[src/rtl/alu_sequencer.sv]
// alu_sequencer: start/busy/done front end for the external ALU with an iterative signed MUL/DIV engine
module alu_sequencer #(
    parameter int WIDTH = 32
) (
    input  logic             in_clk,
    input  logic             in_rst,
    input  logic             in_start,
    input  logic [3:0]       in_opcode,
    input  logic [WIDTH-1:0] in_a,
    input  logic [WIDTH-1:0] in_b,
    output logic [WIDTH-1:0] out_alu_a,
    output logic [WIDTH-1:0] out_alu_b,
    output logic [WIDTH-1:0] out_alu_opcode,
    input  logic [WIDTH-1:0] in_alu_result,
    output logic             out_busy,
    output logic             out_done,
    output logic [WIDTH-1:0] out_hi,
    output logic [WIDTH-1:0] out_lo,
    output logic             out_div_by_zero
);
    localparam int CW = $clog2(WIDTH);
    localparam logic [3:0] OP_MUL = 4'b1000;
    localparam logic [3:0] OP_DIV = 4'b1001;

    typedef enum logic [2:0] {S_IDLE, S_ALU, S_MUL, S_DIV, S_DONE} state_t;

    state_t             state_q, state_d;
    logic [CW-1:0]      cnt_q, cnt_d;
    logic [WIDTH-1:0]   alu_a_q, alu_a_d, alu_b_q, alu_b_d;
    logic [3:0]         alu_op_q, alu_op_d;
    logic [WIDTH-1:0]   hi_q, hi_d, lo_q, lo_d;
    logic               dbz_q, dbz_d;
    logic [2*WIDTH-1:0] acc_q, acc_d, mcand_q, mcand_d;
    logic [WIDTH-1:0]   mplier_q, mplier_d;
    logic               neg_q, neg_d, sa_q, sa_d;

    logic [WIDTH-1:0]   abs_a, abs_b;
    logic [2*WIDTH-1:0] mul_sum, mul_res;
    logic [WIDTH+1:0]   div_try;
    logic               div_fit;
    logic [WIDTH-1:0]   div_rem;
    logic [2*WIDTH-1:0] div_acc;
    logic [WIDTH-1:0]   div_q, div_r;

    // MUL: acc holds the running magnitude product; mcand shifts left, mplier shifts right.
    // DIV: acc holds {partial remainder, dividend bits shifting into quotient}; mcand low word is |divisor|.
    assign abs_a   = in_a[WIDTH-1] ? -in_a : in_a;
    assign abs_b   = in_b[WIDTH-1] ? -in_b : in_b;
    assign mul_sum = acc_q + (mplier_q[0] ? mcand_q : '0);
    assign mul_res = neg_q ? -mul_sum : mul_sum;
    assign div_try = {1'b0, acc_q[2*WIDTH-1:WIDTH-1]} - {2'b00, mcand_q[WIDTH-1:0]};
    assign div_fit = ~div_try[WIDTH+1];
    assign div_rem = div_fit ? div_try[WIDTH-1:0] : acc_q[2*WIDTH-2:WIDTH-1];
    assign div_acc = {div_rem, acc_q[WIDTH-2:0], div_fit};
    assign div_q   = neg_q ? -div_acc[WIDTH-1:0] : div_acc[WIDTH-1:0];
    assign div_r   = sa_q ? -div_acc[2*WIDTH-1:WIDTH] : div_acc[2*WIDTH-1:WIDTH];

    assign out_alu_a       = alu_a_q;
    assign out_alu_b       = alu_b_q;
    assign out_alu_opcode  = {{(WIDTH-4){1'b0}}, alu_op_q};
    assign out_busy        = (state_q == S_ALU) || (state_q == S_MUL) || (state_q == S_DIV);
    assign out_done        = (state_q == S_DONE);
    assign out_hi          = hi_q;
    assign out_lo          = lo_q;
    assign out_div_by_zero = dbz_q;

    // Next-state: accept in IDLE/DONE, step the MUL/DIV engine, capture results on completion
    always_comb begin
        state_d  = state_q;
        cnt_d    = cnt_q;
        alu_a_d  = alu_a_q;
        alu_b_d  = alu_b_q;
        alu_op_d = alu_op_q;
        hi_d     = hi_q;
        lo_d     = lo_q;
        dbz_d    = dbz_q;
        acc_d    = acc_q;
        mcand_d  = mcand_q;
        mplier_d = mplier_q;
        neg_d    = neg_q;
        sa_d     = sa_q;
        case (state_q)
            S_IDLE, S_DONE: begin
                state_d = S_IDLE;
                if (in_start) begin
                    neg_d = in_a[WIDTH-1] ^ in_b[WIDTH-1];
                    sa_d  = in_a[WIDTH-1];
                    if (in_opcode == OP_MUL) begin
                        state_d  = S_MUL;
                        cnt_d    = CW'(WIDTH - 1);
                        acc_d    = '0;
                        mcand_d  = {{WIDTH{1'b0}}, abs_a};
                        mplier_d = abs_b;
                    end else if (in_opcode == OP_DIV && in_b != '0) begin
                        state_d = S_DIV;
                        cnt_d   = CW'(WIDTH - 1);
                        acc_d   = {{WIDTH{1'b0}}, abs_a};
                        mcand_d = {{WIDTH{1'b0}}, abs_b};
                    end else if (in_opcode == OP_DIV) begin
                        state_d = S_DONE;
                        lo_d    = '1;
                        hi_d    = in_a;
                        dbz_d   = 1'b1;
                    end else begin
                        state_d  = S_ALU;
                        alu_a_d  = in_a;
                        alu_b_d  = in_b;
                        alu_op_d = in_opcode;
                    end
                end
            end
            S_ALU: begin
                state_d = S_DONE;
                lo_d    = in_alu_result;
                hi_d    = '0;
                dbz_d   = 1'b0;
            end
            S_MUL: begin
                acc_d    = mul_sum;
                mcand_d  = mcand_q << 1;
                mplier_d = mplier_q >> 1;
                cnt_d    = cnt_q - 1'b1;
                if (cnt_q == '0) begin
                    state_d = S_DONE;
                    cnt_d   = '0;
                    hi_d    = mul_res[2*WIDTH-1:WIDTH];
                    lo_d    = mul_res[WIDTH-1:0];
                    dbz_d   = 1'b0;
                end
            end
            S_DIV: begin
                acc_d = div_acc;
                cnt_d = cnt_q - 1'b1;
                if (cnt_q == '0) begin
                    state_d = S_DONE;
                    cnt_d   = '0;
                    hi_d    = div_r;
                    lo_d    = div_q;
                    dbz_d   = 1'b0;
                end
            end
            default: state_d = S_IDLE;
        endcase
    end

    // State and datapath registers; reset aborts any operation and clears all results
    always_ff @(posedge in_clk or posedge in_rst) begin
        if (in_rst) begin
            state_q  <= S_IDLE;
            cnt_q    <= '0;
            alu_a_q  <= '0;
            alu_b_q  <= '0;
            alu_op_q <= '0;
            hi_q     <= '0;
            lo_q     <= '0;
            dbz_q    <= 1'b0;
            acc_q    <= '0;
            mcand_q  <= '0;
            mplier_q <= '0;
            neg_q    <= 1'b0;
            sa_q     <= 1'b0;
        end else begin
            state_q  <= state_d;
            cnt_q    <= cnt_d;
            alu_a_q  <= alu_a_d;
            alu_b_q  <= alu_b_d;
            alu_op_q <= alu_op_d;
            hi_q     <= hi_d;
            lo_q     <= lo_d;
            dbz_q    <= dbz_d;
            acc_q    <= acc_d;
            mcand_q  <= mcand_d;
            mplier_q <= mplier_d;
            neg_q    <= neg_d;
            sa_q     <= sa_d;
        end
    end
endmodule

[config.mk]
export PLATFORM = sky130hd
export DESIGN_NAME = alu_sequencer
export DESIGN_NICKNAME = d
export VERILOG_FILES = /design/src/rtl/alu_sequencer.sv
export SDC_FILE = /design/constraint.sdc
export NUM_CORES = 1
export LEC_CHECK = 0
export BUFFER_PORTS_ARGS = -buffer_cell sky130_fd_sc_hd__clkbuf_2
export CAP_MARGIN = 20
export CORE_MARGIN = 2
export CORE_UTILIZATION = 45
export CTS_CLUSTER_SIZE = 20
export DETAILED_ROUTE_END_ITERATION = 16
export PLACE_DENSITY = 0.62
export SLEW_MARGIN = 20
export SYNTH_ARGS = -nofsm -noshare
export SYNTH_HDL_FRONTEND = slang
export SYNTH_SLANG_ARGS = --single-unit
[constraint.sdc]
create_clock -name in_clk -period 14 [get_ports in_clk]
set_input_delay 2.8 -clock in_clk [delete_from_list [all_inputs] [get_ports in_clk]]
set_output_delay 2.8 -clock in_clk [all_outputs]
set_load 0.1 [all_outputs]
## After elaboration in Yosys (flattened, before gate mapping)

Cells that the tools add are included.

| cells by class | value |
|---|---|
| add/subtract/negate cells | 8 |
| equality and inequality tests | 15 |
| mux-type cells | 49 |
| bitwise gates (word level) | 5 |
| reduce and logical (&&, ||, !) cells | 21 |

Operators with widths:

| operator | number |
|---|---|
| 2-to-1 mux 32 bit | 19 |
| 2-to-1 mux 64 bit | 8 |
| case mux 32 bit (4 select lines) | 2 |
| case mux 64 bit (3 select lines) | 1 |
| negator 32 bit | 4 |
| case mux 64 bit (2 select lines) | 1 |
| adder 64 bit | 1 |
| negator 64 bit | 1 |
| case mux 32 bit (2 select lines) | 1 |
| subtractor 33 x 32 -> 34 bit | 1 |
| nonzero test 32 bit | 1 |
| 2-to-1 mux 5 bit | 4 |
| 2-to-1 mux 3 bit | 5 |
| AND reduction 3 bit | 4 |
| inequality test 2 bit, second input constant | 5 |
| case mux 5 bit (2 select lines) | 1 |
| case mux 3 bit (3 select lines) | 1 |
| == test 4 bit, second input constant | 2 |
| AND reduction 7 bit | 1 |
| == test 3 x 2 -> 1 bit, second input constant | 2 |
| inequality test 2 x 1 -> 1 bit, second input constant | 3 |
| AND reduction 6 bit | 1 |
| nonzero test 3 bit | 2 |
| zero test 5 bit | 1 |
| other kinds (16) | 26 |

| word-level totals | value |
|---|---|
| flip-flop bits (word level) | 303 |
| input bits | 103 |
| output and inout port bits | 163 |

## Logic depth before layout (Yosys ltp)

Gate-level depths: netlist (run 1).

| logic depth | value |
|---|---|
| word-level depth | 6 |
| mapped depth | 23 |
| depth with buffers taken out | 19 |

## Worst setup path before layout (run 1)

No wires, ideal clock.

| timing | value |
|---|---|
| kind | input to register |
| start | input port in_b[9] |
| end | register hi_q[26], in the netlist out_hi[26] |
| arrival | 5.821 ns |
| data required time | 13.871 ns |
| setup slack | 8.050 ns |
| stages | 13 |
| cell sequence | or4_1 or4b_1 nor3_1 nand2b_1 or3_1 o31a_1 or2_1 buf_2 inv_2 nand2_1 a221o_1 a211oi_1 a21oi_1 |

| on the way | value |
|---|---|
| longest elaborated chain between the ends | 4 |

RTL lines:

| element | RTL line | source |
|---|---|---|
| from (decl) | 10 | `input logic [WIDTH-1:0] in_b,` |
| nonzero test 32 bit | 94 | `end else if (in_opcode == OP_DIV && in_b != '0) begin` |
| logical AND 1 bit | 94 |  |
| inequality test 2 bit (no line) | n/a |  |
| AND reduction 7 bit (no line) | n/a |  |
| to (signal assigned) | 168 | `hi_q <= hi_d;` |
| to (decl) | 31 | `logic [WIDTH-1:0] hi_q, hi_d, lo_q, lo_d;` |

No other way between the ends.
A chain may end at the register's enable or synchronous reset.

## Worst setup path after layout (run 1)

Ends and elaborated chain as after synthesis.

==> results of run 1 <==
[registers in the layout, summed over array words and instances, names as in the netlist]
name,cells
cnt_q,5
mplier_q,32
out_alu_b,32
alu_op_q,4
out_alu_a,32
out_div_by_zero,1
state_q,3
acc_q,64
mcand_q,64
out_hi,32
neg_q,1
sa_q,1
out_lo,32
[synthesized netlist by cell type, types with 34 or more instances]
cell	number
nor4_1	35
nand2_1	463
and2_1	84
nand3_1	87
xor2_1	113
a21o_1	35
nand4_1	57
inv_1	75
a21oi_1	282
ha_1	101
xnor2_1	96
nor3_1	111
clkbuf_1	167
or3_1	44
o21ai_0	297
o211ai_1	34
o31ai_1	48
mux2_2	74
nor2_1	274
mux2i_1	47
dfrtp_1	303
a211oi_1	63
a31oi_1	45
[critical path, cell delays in order]
cell	delay, ns
clkbuf_2	0.13
or4_1	0.63
or4b_1	0.53
nor3_1	0.24
nand2b_1	0.14
or3_1	0.47
o31a_1	0.26
or2_2	0.29
inv_2	0.05
buf_4	0.55
nand2_1	0.51
a221o_1	0.41
a211oi_1	0.18
a21oi_1	0.09
[layout make-up]
cell class | count | area share, %
Antenna cell | 1 | 0.00849
Clock buffer | 55 | 3.79
Clock inverter | 14 | 0.492
Inverter | 79 | 1.03
Multi-Input combinational cell | 2858 | 60.7
Sequential cell | 303 | 25.7
Tap cell | 773 | 3.28
Timing Repair Buffer | 275 | 5.00
[stage by stage]
stage                     util (%)  worst slack, ns  hold WS, ns  instances
after floorplan                  -             2.83        0.449       3496
after global placement        47.9             6.68        0.459       4288
after detailed placement      47.9             6.65        0.468       4288
after CTS                     50.0             7.27        0.480       4357
after global routing          50.0             6.85        0.498       4357
final                         50.0             7.16        0.474       4358
[how the worst max path moves through the flow]
stage          cells past startpoint          to  slack (ns)
6_report                          14  out_hi[26]        7.16
5_1_grt                           14  out_hi[26]        6.85
4_1_cts                           14  out_hi[26]        7.27
3_5_place_dp                      14  out_hi[26]        6.65
3_3_place_gp                      14  out_hi[26]        6.68
2_1_floorplan                      1    acc_q[0]        2.83
[layer usage]
metal  up-vias  track usage, %  share of wire, %
li1      12800               -                 -
met1     13400            50.0                41
met2      1433            52.4                43
met3       224            8.08                11
met4         4            17.0               5.3
met5         -               0             0.024
[cell usage in the layout (no fill, tap or decap), types with 34 or more instances in the layout]
cell	count
clkbuf_16	39
ha_1	101
o211ai_1	34
nor4_1	35
mux2i_1	47
dfrtp_1	301
nand4_1	57
mux2_2	74
a211oi_1	63
o21ai_0	296
xnor2_1	96
o31ai_1	48
a31oi_1	45
clkbuf_2	237
a21o_1	35
or3_1	43
and2_1	83
xor2_1	113
inv_1	74
nand3_1	86
nand2_1	460
nor3_1	111
buf_4	37
nor2_1	270
a21oi_1	281
[kinds of logic after synthesis]
group | Yosys count
compound gates | 1079
fa+ha+maj | 103
simple gates | 1315
xor+xnor | 211
other cells | 1
mux | 122
flops | 303
buf+inv | 335
==> results_dict.tcl, run 1 <==
set metrics [dict create \
    fin_area_um2 29500 \
    dieArea_um2 61400 \
    mappedNetlistArea_um2 26700 \
    first_global_vias 25300 \
    clk_pin_slew_worst_paths_ns 0.06 \
    syn_inst 3469 \
    synth-xor-area-share_pct 6.97 \
    dp_hpwl_mm 86.6 \
    synthMuxAreaShare_pct 4.96 \
    ctsRootBufferMaster "clkbuf_16" \
    syn_avg_cell_area_um2 7.71 \
    synth-seq-cells 303 \
    ff2ff_path_depth 19 \
    final_nets 3762 \
    drive_above_1_share_pct 13.5 \
    crit_arrival_ns 7.32 \
    hold_class "reg2reg" \
    synth-simple-area-share_pct 23.7 \
    port_buffers 237 \
    drtAntennaViolNets 0 \
    worst_pin_slew_ns 1.20 \
    syn_to_final_growth_pct 10.2 \
    drt_first_pass_iters 9 \
    avgRoutedWirePerCell_um 25.9 \
    cts_made_buffers 39 \
    crit_path_end_kind "register" \
    cts.sinks 303 \
    outcome "completed" \
    r2r_start "mcand_q[10]" \
    clk_latency_ns 0.60 \
    drv_slew 0 \
    period_share_pct 48.9 \
    ys.flop_type "dfrtp_1" \
    yosys.area.top_type "dfrtp_1" \
    clockBufferDepth 3 \
    regArea_um2 7590 \
    yosys.area_share.adder_pct 4.87 \
    htree_levels 2 \
    ff2ff_setup_slack_ns 7.32 \
    grt_util_all_layers_pct 35.9 \
    synthArstFlopShare_pct 100 \
    crit_required_ns 14.48 \
    finalCriticalPeriod_ns 6.84 \
    fp.dieW_um 248 \
    slew_headroom_pct 19.0 \
    grt.overflow.total 0 \
    synth-edff-count 0 \
    fmax_mhz 146 \
    finalSetupViolCount 0 \
    critPathKind "in2reg" \
    ctsResizeCount 0 \
    synth_area_leaders "dfrtp_1 28%, nand2_1 6.5%, o21ai_0 5.6%" \
    ys.warnings.count 0 \
    place_area_um2 28200 \
    startpoint "in_b[9]" \
    cts_tree "done" \
    synth_top_family_by_area "compound AO/OA/AOI/OAI gates" \
    dr_total_vias 27900 \
    nFillCells 5923 \
    io_pins 266 \
    cp-start-kind "input port" \
    worstReg2RegEnd "out_hi[22]" \
    critPathMaxFanout 63 \
    synth_top_area_share_pct 28.4 \
    min_from "mplier_q[31]" \
    antenna_found_initial 3 \
    drc 0 \
    grt_max_degree 106 \
    ys_types 106 \
    avgViaCountPerCell 6.39 \
    whs_endpoint "mplier_q[31]" \
    finalHoldViolCount 0 \
    drt-total-wl_mm 113 \
    grt_pass1_wl_mm 165 \
    die_h_um 248 \
    max_cap_viol_count 0 \
    gp_congestion 1.02 \
    start_util_pct 45.4 \
    synth_compound_area_share_pct 25.7 \
    finalSetupTns_ns 0 \
    multi_input_area_um2 17900 \
    rsz0062_at_grt "false" \
    core_um2 58900 \
    cts_hold_buf 0 \
    worst_clock_skew_ns 0.0383 \
    fp-row-count 89 \
    ys_seq_area_share_pct 28.4 \
    cts_setup_buffers 0 \
    drt-initial-drc-count 3441 \
    hold_depth 2 \
]
Power of run 1 is not shown: default switching activity piles up to over one toggle a cycle in this logic, so the estimate is an artifact.
==> run 2, diff against run 1 <==
ABC_AREA = 1   (was unset)
PLACE_DENSITY = 0.65   (was 0.62)
clock period = 6 ns   (was 14 ns; I/O delays follow)
==> run 2 against run 1 <==
  * Critical endpoint is now out_lo[30]
  * Sequential cell count did not move
  * Non-clock buffer count is 3 higher
  * Largest cell class unchanged
  * Area after synthesis increased by 8.4%
  * Sequential share of layout area fell by 2.2 points
  * Register-to-register slack got worse by 6.5 ns
  * First-iteration DRC count is 26% higher
  * Via count up 22%
  * Synthesized cell count grew 41%
  * Worst setup slack got worse by 6.3 ns
  * Final cell count is 36% higher
==> results_dict.tcl, run 2 <==
set metrics [dict create \
    finalSetupTns_ns 0 \
    hold_class "reg2reg" \
    grt_util_all_layers_pct 39.5 \
    ys_types 64 \
    critical-path-max-stage-delay_ns 0.53 \
    final_nets 5254 \
    crit_cells 31 \
    yosys.area.top_type "dfrtp_1" \
    r2r_start "acc_q[39]" \
    syn_to_final_growth_pct 11.1 \
    synth_top_area_share_pct 26.1 \
    drive_above_1_share_pct 9.35 \
    busiest_layer "met2" \
    slowest_stage "dfrtp_1" \
    ctsRootBufferMaster "clkbuf_16" \
    crit_required_ns 6.49 \
    drc 0 \
    ctsResizeCount 0 \
    cts.sinks 303 \
    nFillCells 6922 \
    first_global_vias 31200 \
    dieArea_um2 66500 \
    whs_endpoint "mplier_q[5]" \
    grt.overflow.total 0 \
    clockBufferDepth 3 \
    synth_area_leaders "dfrtp_1 26%, nand2_1 21%, inv_1 10%" \
    core_um2 64100 \
    holdWs_ns 0.479 \
    syn_inst 4883 \
    fp-row-count 93 \
    dr_total_vias 34100 \
    drt-total-wl_mm 135 \
    clk_latency_ns 0.61 \
    finalSetupViolCount 0 \
    min_from "mplier_q[5]" \
    avgRoutedWirePerCell_um 22.8 \
    dp.cells 5862 \
    cts_setup_buffers 0 \
    die_h_um 258 \
    drv_slew 0 \
    ys.flop_type "dfrtp_1" \
    synth-seq-cells 303 \
    ff2ff_path_depth 31 \
    cts_made_buffers 39 \
    synthArstFlopShare_pct 100 \
    fin_area_um2 32200 \
    critPathMaxFanout 22 \
    slew_headroom_pct 29.3 \
    port_buffers 237 \
    ff2ff_setup_slack_ns 0.84 \
    gp_congestion 1.10 \
    cp-start-kind "register" \
    outcome "completed" \
    worst_clock_skew_ns 0.0423 \
    max_cap_viol_count 0 \
    mappedNetlistArea_um2 29000 \
    grtUsageMet3_pct 10.5 \
    ys.warnings.count 0 \
    crit_buf_inv 6 \
    worstReg2RegEnd "out_lo[30]" \
    drtAntennaViolNets 0 \
    drt_first_pass_iters 8 \
    final_cell_count_no_fill 5935 \
    place_area_um2 30900 \
    antenna_found_initial 8 \
    crit_arrival_ns 5.65 \
    reg_top3 "acc_q x64, mcand_q x64" \
    synth-edff-count 0 \
    fp.dieW_um 258 \
    io_pins 266 \
    finalHoldViolCount 0 \
    critPathKind "reg2reg" \
    cts_tree "done" \
    grt_use_met2_pct 59.7 \
    layout_common_cells "1624 x nand2_1, 807 x inv_1, 457 x nor2_1" \
    avgViaCountPerCell 5.75 \
    crit_family "simple AND/OR/NAND/NOR gates" \
    drt-initial-drc-count 4319 \
    grt_use_met1_pct 53.5 \
    grt_max_degree 143 \
    grt_pass1_wl_mm 198 \
    ys_seq_area_share_pct 26.1 \
    clk_pin_slew_worst_paths_ns 0.07 \
    crit_path_end_kind "register" \
    fmax_mhz 194 \
    htree_levels 2 \
    syn_avg_cell_area_um2 5.94 \
    period_share_pct 86.0 \
    layout_commonest_cell "nand2_1" \
    dp_hpwl_mm 109 \
    hold_depth 2 \
    finalCriticalPeriod_ns 5.16 \
    synth.most_common_cell "nand2_1" \
    cts_hold_buf 0 \
    worst_pin_slew_ns 1.06 \
    crit_top_cell "nand2_1" \
    start_util_pct 45.2 \
    rsz0062_at_grt "false" \
    synthTopCellsByCount "1626 x nand2_1, 810 x inv_1, 462 x nor2_1" \
]
[run 2: cell count changes in the layout (fill, tap and decap cells not counted), sizes merged, moves of 89 or more]
cell and change:
nand3 +222, nor2 +216, nand2 +1199, xnor2 -89, inv +753, a21oi -109
[run 2: layout make-up]
class / instances / area [µm²] / area share (%)
Antenna cell: 2 / 5.00 / 0.0155
Clock buffer: 57 / 1130 / 3.52
Clock inverter: 14 / 194 / 0.602
Inverter: 837 / 3150 / 9.77
Multi-Input combinational cell: 3589 / 17600 / 54.5
Sequential cell: 303 / 7580 / 23.5
Tap cell: 855 / 1070 / 3.32
Timing Repair Buffer: 278 / 1510 / 4.68
[run 2: cell families after synthesis]
logic type | Yosys count | synth area share [%]
multiplexers | 13 | 0.462
XOR/XNOR | 82 | 2.50
AO/OA/AOI/OAI | 719 | 14.5
adder cells (fa/ha/maj) | 103 | 4.50
buffers and inverters | 1018 | 13.8
AND/OR/NAND/NOR | 2644 | 38.1
flip-flops | 303 | 26.1
other | 1 | 0.0129
[run 2: how the worst max path moves through the flow]
stage / from / endpoint / slack, ns
2_1_floorplan: in_rst / acc_q[0] / 0.77
3_5_place_dp: acc_q[39] / out_lo[30] / 1.0
4_1_cts: acc_q[39] / out_lo[30] / 0.99
6_report: acc_q[39] / out_lo[30] / 0.84
3_3_place_gp: acc_q[39] / out_lo[30] / 0.96
5_1_grt: acc_q[33] / out_lo[30] / 0.35
[run 2: worst reg2reg max path, delay by kind of cell (launching register included)]
family,cells,cell delay (ns)
AND/OR/NAND/NOR,22,3.25
adder cells (fa/ha/maj),2,0.60
buffers and inverters,6,0.60
flip-flops,1,0.53
AO/OA/AOI/OAI,1,0.08
[run 2: layer usage]
metal	part of all wire (%)	wire, µm
met1	41	54900
met2	42	57200
met3	12	16600
met4	4.7	6360
met5	0.049	66
[run 2: through the flow]
step | worst slack [ns] | utilization [%]
after floorplan | 0.771 | -
after global placement | 0.963 | 48.2
after detailed placement | 0.996 | 48.2
after CTS | 0.986 | 50.2
after global routing | 0.349 | 50.2
final | 0.840 | 50.2
Power of run 2 is left out for the same reason.
